## src/rtl/sound_cmd_mailbox_if.sv

```systemverilog
// Signal bundle between the main-CPU sound latch decode, the Z80 bus and the
// sound command mailbox.
`timescale 1ns/1ps
interface sound_cmd_mailbox_if #(
    parameter int DEPTH_LOG2 = 2
);
  logic                cen_wr;
  logic                cpu_wr;
  logic [7:0]          cpu_din;
  logic                cen_snd;
  logic                snd_rd;
  logic                snd_m1_n;
  logic                snd_iorq_n;
  logic [7:0]          snd_dout;
  logic                snd_int_n;
  logic [DEPTH_LOG2:0] fifo_level;
  logic                overflow;

  modport master (
    output cen_wr, cpu_wr, cpu_din, cen_snd, snd_rd, snd_m1_n, snd_iorq_n,
    input  snd_dout, snd_int_n, fifo_level, overflow
  );

  modport slave (
    input  cen_wr, cpu_wr, cpu_din, cen_snd, snd_rd, snd_m1_n, snd_iorq_n,
    output snd_dout, snd_int_n, fifo_level, overflow
  );
endinterface

```

## src/rtl/sound_cmd_mailbox.sv

```systemverilog
// Main CPU -> Z80 sound command FIFO with Z80 interrupt sequencing
// (assert, acknowledge, wait for the data read, re-arm).
`timescale 1ns/1ps
module sound_cmd_mailbox #(
    parameter int DEPTH_LOG2 = 2
) (
  input  logic                 clk_49m,
  input  logic                 reset,
  sound_cmd_mailbox_if.slave   bus
);
  localparam int DEPTH = 1 << DEPTH_LOG2;
  localparam int LW    = DEPTH_LOG2 + 1;
  localparam logic [LW-1:0] FULL = LW'(DEPTH);

  typedef enum logic [1:0] {IDLE, ASSERT, WAIT_POP} irq_state_t;

  logic [7:0]            mem_reg [DEPTH];
  logic [DEPTH_LOG2-1:0] wr_ptr_reg, rd_ptr_reg;
  logic [LW-1:0]         level_reg, level_next;
  logic [7:0]            hold_reg;
  logic                  overflow_reg, wr_q_reg, rd_q_reg, snd_int_n_reg;
  irq_state_t            state_reg, state_next;

  logic push, pop, push_ok, ack, pending;

  assign push    = bus.cen_wr & bus.cpu_wr & ~wr_q_reg;
  // Pop on the trailing edge of the Z80 read so the byte is stable all access long.
  assign pop     = bus.cen_snd & rd_q_reg & ~bus.snd_rd & (level_reg != '0);
  assign push_ok = push & ((level_reg != FULL) | pop);
  assign ack     = ~bus.snd_m1_n & ~bus.snd_iorq_n;
  assign level_next = level_reg + {{(LW-1){1'b0}}, push_ok} - {{(LW-1){1'b0}}, pop};
  // Entries that were queued before this edge and survive this edge's pop.
  assign pending = level_reg > {{(LW-1){1'b0}}, pop};

  always_ff @(posedge clk_49m) begin
    if (push_ok) begin
      mem_reg[wr_ptr_reg] <= bus.cpu_din;
    end
  end

  always_ff @(posedge clk_49m or negedge reset) begin
    if (!reset) begin
      wr_ptr_reg    <= '0;
      rd_ptr_reg    <= '0;
      level_reg     <= '0;
      hold_reg      <= 8'h00;
      overflow_reg  <= 1'b0;
      wr_q_reg      <= 1'b0;
      rd_q_reg      <= 1'b0;
      snd_int_n_reg <= 1'b1;
      state_reg     <= IDLE;
    end else begin
      if (bus.cen_wr) begin
        wr_q_reg <= bus.cpu_wr;
      end
      if (bus.cen_snd) begin
        rd_q_reg <= bus.snd_rd;
      end
      if (push_ok) begin
        wr_ptr_reg <= wr_ptr_reg + DEPTH_LOG2'(1);
      end
      if (pop) begin
        hold_reg   <= mem_reg[rd_ptr_reg];
        rd_ptr_reg <= rd_ptr_reg + DEPTH_LOG2'(1);
      end
      if (push && !push_ok) begin
        overflow_reg <= 1'b1;
      end
      level_reg     <= level_next;
      state_reg     <= state_next;
      snd_int_n_reg <= (state_next != ASSERT);
    end
  end

  always_comb begin
    state_next = state_reg;
    case (state_reg)
      IDLE: begin
        if (bus.cen_snd && pending) begin
          state_next = ASSERT;
        end
      end
      ASSERT: begin
        // Acknowledge outranks a coincident polling read.
        if (ack) begin
          state_next = WAIT_POP;
        end else if (pop && level_next == '0) begin
          state_next = IDLE;
        end
      end
      WAIT_POP: begin
        if (pop) begin
          state_next = IDLE;
        end
      end
      default: state_next = IDLE;
    endcase
  end

  assign bus.snd_dout   = (level_reg != '0) ? mem_reg[rd_ptr_reg] : hold_reg;
  assign bus.snd_int_n  = snd_int_n_reg;
  assign bus.fifo_level = level_reg;
  assign bus.overflow   = overflow_reg;
endmodule

```

## src/flat_wrapper.sv

```systemverilog
// flat-port wrapper written by rule: the top's interface ports become plain ports
module sound_cmd_mailbox_flat 
#(
    parameter int DEPTH_LOG2 = 2
)
  (clk_49m, reset, bus_cen_wr, bus_cpu_wr, bus_cpu_din, bus_cen_snd, bus_snd_rd, bus_snd_m1_n, bus_snd_iorq_n, bus_snd_dout, bus_snd_int_n, bus_fifo_level, bus_overflow);
  sound_cmd_mailbox_if #(.DEPTH_LOG2(DEPTH_LOG2)) bus_i ();
  input  logic clk_49m;
  input  logic reset;
  input wire logic [$bits(bus_i.cen_wr)-1:0] bus_cen_wr;
  input wire logic [$bits(bus_i.cpu_wr)-1:0] bus_cpu_wr;
  input wire logic [$bits(bus_i.cpu_din)-1:0] bus_cpu_din;
  input wire logic [$bits(bus_i.cen_snd)-1:0] bus_cen_snd;
  input wire logic [$bits(bus_i.snd_rd)-1:0] bus_snd_rd;
  input wire logic [$bits(bus_i.snd_m1_n)-1:0] bus_snd_m1_n;
  input wire logic [$bits(bus_i.snd_iorq_n)-1:0] bus_snd_iorq_n;
  output wire logic [$bits(bus_i.snd_dout)-1:0] bus_snd_dout;
  output wire logic [$bits(bus_i.snd_int_n)-1:0] bus_snd_int_n;
  output wire logic [$bits(bus_i.fifo_level)-1:0] bus_fifo_level;
  output wire logic [$bits(bus_i.overflow)-1:0] bus_overflow;
  assign bus_i.cen_wr = bus_cen_wr;
  assign bus_i.cpu_wr = bus_cpu_wr;
  assign bus_i.cpu_din = bus_cpu_din;
  assign bus_i.cen_snd = bus_cen_snd;
  assign bus_i.snd_rd = bus_snd_rd;
  assign bus_i.snd_m1_n = bus_snd_m1_n;
  assign bus_i.snd_iorq_n = bus_snd_iorq_n;
  assign bus_snd_dout = bus_i.snd_dout;
  assign bus_snd_int_n = bus_i.snd_int_n;
  assign bus_fifo_level = bus_i.fifo_level;
  assign bus_overflow = bus_i.overflow;
  sound_cmd_mailbox #(.DEPTH_LOG2(DEPTH_LOG2)) u_core (.clk_49m(clk_49m), .reset(reset), .bus(bus_i));
endmodule
```

## config.mk

```make
export PLATFORM = sky130hd
export DESIGN_NAME = sound_cmd_mailbox_flat
export DESIGN_NICKNAME = d
export VERILOG_FILES = /design/src/rtl/sound_cmd_mailbox_if.sv /design/src/rtl/sound_cmd_mailbox.sv /design/src/flat_wrapper.sv
export SDC_FILE = /design/constraint.sdc
export NUM_CORES = 1
export LEC_CHECK = 0
export ABC_AREA = 1
export BUFFER_PORTS_ARGS = -buffer_cell sky130_fd_sc_hd__buf_2
export CAP_MARGIN = 5
export CORE_UTILIZATION = 40
export DETAILED_ROUTE_END_ITERATION = 8
export GPL_TIMING_DRIVEN = 0
export MAX_ROUTING_LAYER = met4
export PLACE_DENSITY = 0.57
export SLEW_MARGIN = 20
export SYNTH_ARGS = -nofsm -noshare
export SYNTH_HDL_FRONTEND = slang
export SYNTH_SLANG_ARGS = --single-unit
```

## constraint.sdc

```tcl
create_clock -name clk_49m -period 2.7 [get_ports clk_49m]
set_clock_uncertainty 0.05 [all_clocks]
set_input_delay 0.54 -clock clk_49m [delete_from_list [all_inputs] [get_ports clk_49m]]
set_output_delay 0.54 -clock clk_49m [all_outputs]
set_load 0.01 [all_outputs]
```

---- Word level (Yosys, flattened, before mapping) ----
Memories as Yosys holds them, arrays and structs flattened.
Cells that the tools add are included.
storage, ports and cells
  logic and storage cells ................. 46
  bits in writable memories ............... 32
  memories ................................ 1
  bits in read-only memories .............. 0
  flip-flop bits (word level) ............. 21
  latch bits .............................. 0
memory list
  name            words  bits a word  rd ports  clocked after memory_dff  write ports  line                     source
  u_core.mem_reg  4      8            1         0                         1            sound_cmd_mailbox.sv:17  logic [7:0] mem_reg [DEPTH];
operators by class
  magnitude comparators ................... 1
  equality and inequality tests ........... 4
  bitwise operators ....................... 12
  shift operators ......................... 0
  divide/modulo/power cells ............... 0
  add/sub/neg operators ................... 4
  reductions and logical operators ........ 7
  mux-type cells .......................... 8
  multiply operators ...................... 0
operators by type and width
  operator               count
  $mux W2                4
  $mux W8                1
  $and A1 B1 Y1          7
  $pmux W2 S3            1
  $add A2 B1 Y2 const B  2
  $not A1 Y1             4
  $add A3 B1 Y3          1
  $gt A3 B1 Y1           1
  $logic_and A1 B1 Y1    3
  $logic_not A3 Y1       1
  $ne A3 B3 Y1 const B   1
  $reduce_bool A3 Y1     1
  $sub A3 B1 Y3          1
  $eq A2 B1 Y1 const B   1
  $eq A2 B2 Y1 const B   1
  $logic_not A2 Y1       1
  $mux W1                2
  $ne A2 B1 Y1 const B   1
  $logic_not A1 Y1       1
  $or A1 B1 Y1           1

---- Depth between registers and ports, before layout ----
  word-level depth ........................ 13
  mapped depth ............................ 14
  mapped depth without buffers ............ 14

---- Worst setup path before layout ----
No wires, ideal clock.
  kind .................................... reg2reg
  from .................................... register u_core.level_reg[0], in the netlist u_core.bus.fifo_level[0]
  to ...................................... register u_core.state_reg[0]
  period minus slack after synthesis ...... 2300 ps
  setup time .............................. 126 ps
  arrival time ............................ 2123 ps
  path slack .............................. 400 ps
  stages on the path, launching flop included .. 13
  buffers on the path ..................... 0
  cell sequence ........................... dfrtp_1 > nor2_4 > nand2_4 > nand2_2 > inv_2 > ha_1 > inv_1 > ha_1 > fa_1 > nor2_1 > nand3_1 > nor2_1 > o21ai_0
between the ends
  cells in the longest elaborated chain, start to end .. 11
  elaborated cells on any way between the ends .. 16
  those cells by class .................... 2 x add/sub; 1 x order compare; 1 x eq/ne; 5 x mux; 3 x bitwise; 4 x reduce/logical
RTL lines
  item                      line                     source
  start: declaration        sound_cmd_mailbox.sv:19  logic [LW-1:0] level_reg, level_next;
  start signal: assignment  sound_cmd_mailbox.sv:69  level_reg <= level_next;
  $reduce_bool A3 Y1 *      sound_cmd_mailbox.sv:28  assign pop = bus.cen_snd & rd_q_reg & ~bus.snd_rd & (level_reg != '0);
  $and A1 B1 Y1 *           sound_cmd_mailbox.sv:28
  net u_core.pop            sound_cmd_mailbox.sv:24  logic push, pop, push_ok, ack, pending;
  $or A1 B1 Y1              sound_cmd_mailbox.sv:29  assign push_ok = push & ((level_reg != FULL) | pop);
  $and A1 B1 Y1             sound_cmd_mailbox.sv:29
  $add A3 B1 Y3             sound_cmd_mailbox.sv:31  assign level_next = level_reg + {{(LW-1){1'b0}}, push_ok} - {{(LW-1){1'b0}}, pop};
  $sub A3 B1 Y3 *           sound_cmd_mailbox.sv:31
  net u_core.level_next[1]  sound_cmd_mailbox.sv:19
  $logic_not A3 Y1 *        sound_cmd_mailbox.sv:87  end else if (pop && level_next == '0) begin
  $logic_and A1 B1 Y1 *     sound_cmd_mailbox.sv:87
  $mux W2 *                 sound_cmd_mailbox.sv:87
  $mux W2 *                 sound_cmd_mailbox.sv:85  if (ack) begin
  $pmux W2 S3 *             sound_cmd_mailbox.sv:77  case (state_reg)
  net u_core.state_next[0]  sound_cmd_mailbox.sv:22  irq_state_t state_reg, state_next;
  end signal: assignment    sound_cmd_mailbox.sv:70  state_reg <= state_next;
  end: declaration          sound_cmd_mailbox.sv:22
The timed path passes the listed nets; every way through them passes the cells marked *.
A chain may end at the register's enable or synchronous reset.

---- Worst setup path after layout ----
  from .................................... register u_core.level_reg[1], in the netlist u_core.bus.fifo_level[1]
  to ...................................... register u_core.snd_int_n_reg, in the netlist u_core.bus.snd_int_n
between the ends
  cells in the longest elaborated chain, start to end .. 12
  elaborated cells on any way between the ends .. 17
  those cells by class .................... 2 x add/sub; 1 x order compare; 2 x eq/ne; 5 x mux; 3 x bitwise; 4 x reduce/logical
RTL lines
  item                      line                     source
  $reduce_bool A3 Y1 *      sound_cmd_mailbox.sv:28
  $and A1 B1 Y1 *           sound_cmd_mailbox.sv:28
  net u_core.pop            sound_cmd_mailbox.sv:24
  $or A1 B1 Y1              sound_cmd_mailbox.sv:29
  $and A1 B1 Y1             sound_cmd_mailbox.sv:29
  $add A3 B1 Y3             sound_cmd_mailbox.sv:31
  $sub A3 B1 Y3 *           sound_cmd_mailbox.sv:31
  net u_core.level_next[1]  sound_cmd_mailbox.sv:19
  $logic_not A3 Y1 *        sound_cmd_mailbox.sv:87
  $logic_and A1 B1 Y1 *     sound_cmd_mailbox.sv:87
  $mux W2 *                 sound_cmd_mailbox.sv:87
  $mux W2 *                 sound_cmd_mailbox.sv:85
  $pmux W2 S3 *             sound_cmd_mailbox.sv:77
  $ne A2 B1 Y1 *            sound_cmd_mailbox.sv:71  snd_int_n_reg <= (state_next != ASSERT);
  end signal: assignment    sound_cmd_mailbox.sv:71
  end: declaration          sound_cmd_mailbox.sv:21  logic overflow_reg, wr_q_reg, rd_q_reg, snd_int_n_reg;
Marks and branches as above.

==> flow_summary_export.csv <==
group,metric,value,unit
outcome,outcome,"finished, final reports clean",
critical_path,critical_path_required,2.90,ns
global_routing,grt_pass1_vias,1566,
global_routing,grt_most_used_layer,"met2",
critical_path,critPathMaxStageDelay,0.46,ns
global_routing,met3_usage,0.03886,
cells_and_area,drive_gt1_frac,0.1971,
logic_synthesis,netlist_area,2427,um^2
critical_path,start_kind,"flop",
logic_synthesis,yosys-top-cells-count,"nand2_1, edfxtp_1, dfrtp_1, inv_1, nor2_1",
placement,gp_congestion,0.7560,
critical_path,regToRegEndpoint,"u_core.bus.snd_int_n$_DFF_PN1_",
timing,post-route-period-util,0.8919,
timing,fmax,0.4152,GHz
logic_synthesis,ys.warnings.count,0,
critical_path,worst_path_most_repeated_cell,"nor2_1",
cells_and_area,stdcell_count,354,
clock_network,ctsRootBufferMaster,"clkbuf_8",
timing,rsz0062_at_grt,"no",
detailed_routing,dr.pass1.iters,4,
die,die_h,79.90,um
detailed_routing,via_per_inst,4.638,
global_routing,grt_use_met2,0.2701,
min_path,hp-class,"in -> async",
die,rows,28,
logic_synthesis,synth_most_common_cell,"nand2_1",
logic_synthesis,yosys.cell_types.count,27,
die,dieArea,6384,um^2
die,io_pins,29,
power,ir_worst_vdd,0.4349,mV
detailed_routing,via_count,1642,
critical_path,reg2regPathDepth,13,
global_routing,grt_pass1_wl,7327,um
clock_network,cts.sinks,53,
logic_synthesis,yosysTopAreaCell,"edfxtp_1",
clock_network,numCtsBuffers,5,
critical_path,crit_slowest_cell,"dfrtp_2",
logic_synthesis,synth_area_per_cell,10.03,um^2
critical_path,worstPathCellList,"nor2_4 -> nand2_4 -> nand2_4 -> inv_2 -> ha_1 -> inv_1 -> ha_1 -> fa_1 -> nor2_1 -> nand3_1 -> nor2_1 -> nor2_1 -> nor2_1",
logic_synthesis,syn_inst,242,
critical_path,r2r-start,"u_core.bus.fifo_level[1]$_DFF_PN0_",
power,power_density,1015,nW/um^2
power,p_leak,1.281,nW
global_routing,met1_usage,0.1972,
critical_path,reg2reg_slack,0.29,ns
placement,dp_cells,345,
critical_path,crit_cells,13,
global_routing,track_usage,0.1619,
critical_path,crit_end,"u_core.bus.snd_int_n$_DFF_PN1_",
timing,slew_violations,0,
critical_path,worst-setup-path-type,"reg -> reg",
global_routing,antenna_found_initial,0,
critical_path,path_delay_family,"adder cells",
die,initial_core_util,0.4124,
logic_synthesis,synth_top_cell_area_share,0.3959,
logic_synthesis,synth-seq-area-share,0.6129,
detailed_routing,final_antenna_net_count,0,
detailed_routing,wl,4451,um
logic_synthesis,synthArstFlopShare,0.3962,
placement,hpwlAfterDp,3036,um
global_routing,grt.overflow.total,0,
logic_synthesis,synth_edf_count,32,
critical_path,critical_path.max_fanout,10,
critical_path,cp-startpoint,"u_core.bus.fifo_level[1]$_DFF_PN0_",
die,die_w,79.90,um
timing,fin_tns_setup,0,ns
cells_and_area,syn2layout_area_growth,14.07,%
clock_network,clk_latency,0.32,ns
critical_path,cp_data_arrival_time,2.61,ns
detailed_routing,drtIter0Drc,101,
clock_network,ctsHtreeMaxLevel,2,
cells_and_area,largest_reg_flops,32,
cells_and_area,antennaDiodeCount,0,
cells_and_area,fin_nets,302,
detailed_routing,drc_errors,0,
global_routing,grt_max_degree,22,
logic_synthesis,synthesis.nets,266,
logic_synthesis,synthTopCellsByArea,"edfxtp_1, dfrtp_1, nand2_1",
detailed_routing,wl_per_cell,12.57,um
timing,hold_viol_final,0,
timing,worstMarginPinSlew,0.7691,ns
run,drv_cap,0,
timing,fin_crit,2.408,ns
clock_network,ctsHoldBuffers,0,
critical_path,end_kind,"flop",
critical_path,cp.buffers_inverters,2,
clock_network,cts.path.max_buffers,2,
logic_synthesis,synth_seq_cells,53,
timing,slew_headroom,0.4854,
clock_network,clk_pin_slew_worst_paths,0.10,ns
logic_synthesis,ys.flop_type,"edfxtp_1",
placement,place.port_buffers,28,
clock_network,cts_tree,"built",
timing,setup_viol,0,
timing,hold_slack,0.1241,ns
die,coreArea,5886,um^2
routing by layer:
layer | part of all wire | vias up
met5 | 0 | -
met4 | 0.012 | 0
met3 | 0.047 | 6
met2 | 0.49 | 29
met1 | 0.45 | 762
li1 | - | 845
worst min path at each step:
stage / start / slack [ns] / to
after floorplan: reset / 0.19 / u_core.bus.fifo_level[0]$_DFF_PN0_
after global placement: u_core.hold_reg[6]$_DFFE_PN0P_ / 0.41 / u_core.hold_reg[6]$_DFFE_PN0P_
after detailed placement: u_core.bus.overflow$_DFFE_PN0P_ / 0.41 / u_core.bus.overflow$_DFFE_PN0P_
after CTS: reset / 0.15 / u_core.rd_q_reg$_DFFE_PN0P_
after global routing: reset / 0.16 / u_core.hold_reg[4]$_DFFE_PN0P_
final: reset / 0.12 / u_core.rd_ptr_reg[1]$_DFFE_PN0P_
worst register-to-register path, stage by stage, from the launching register on:
cell and delay, ns:
dfrtp_2 0.46, nor2_4 0.12, nand2_4 0.07, nand2_4 0.09, inv_2 0.10, ha_1 0.28, inv_1 0.05, ha_1 0.18
fa_1 0.46, nor2_1 0.12, nand3_1 0.10, nor2_1 0.14, nor2_1 0.05, nor2_1 0.08
area by class of cell:
cell class	instances	area, um^2
Buffer	5	70.07
Clock buffer	5	68.82
Clock inverter	3	25.02
Fill cell	579	3117
Inverter	23	93.84
Multi-Input combinational cell	161	780.7
Sequential cell	53	1489
Tap cell	75	93.84
Timing Repair Buffer	29	147.6
logic make-up after synthesis:
family | share of synthesized area
compound gates | 0.05155
xor+xnor | 0.006703
fa+ha+maj | 0.04433
buf+inv | 0.06752
flops | 0.6129
simple gates | 0.2170
power by group:
group	switching (mW)	leakage [nW]	internal [mW]
registers	0.0985	0.545	1.04
clock network	0.282	0.0452	0.190
logic	0.733	0.691	0.469
total	1.11	1.28	1.70
what timing repair did:
item	in CTS	in global routing
setup buffers	0	1
endpoints found under the setup margin	0	2
gates resized for setup	0	2
layout by cell type, fill, tap and decap left out, types with 2 or more instances in the layout:
cell / count
ha_1: 7
edfxtp_1: 32
buf_6: 2
buf_12: 2
nor2_1: 20
o21ai_2: 4
buf_4: 2
nand2_4: 2
dfrtp_1: 19
buf_2: 28
clkbuf_8: 5
nand3_1: 7
inv_6: 2
o21ai_1: 9
nor3_1: 2
nand2_1: 97
inv_1: 20
o21ai_0: 6
through the flow:
| step | util | worst slack, ns | power (mW) | area (um^2) |
|---|---|---|---|---|
| floorplan | - | 0.4005 | 1.990 | 2427 |
| global placement | 0.4522 | 0.04386 | 2.354 | 2661 |
| detailed placement | 0.4522 | 0.05495 | 2.363 | 2661 |
| CTS | 0.4681 | 0.1650 | 2.826 | 2755 |
| global route | 0.4705 | 0.06457 | 3.067 | 2769 |
| finish | 0.4705 | 0.2918 | 2.810 | 2769 |
Note: power is estimated with default switching activity, not from simulation.
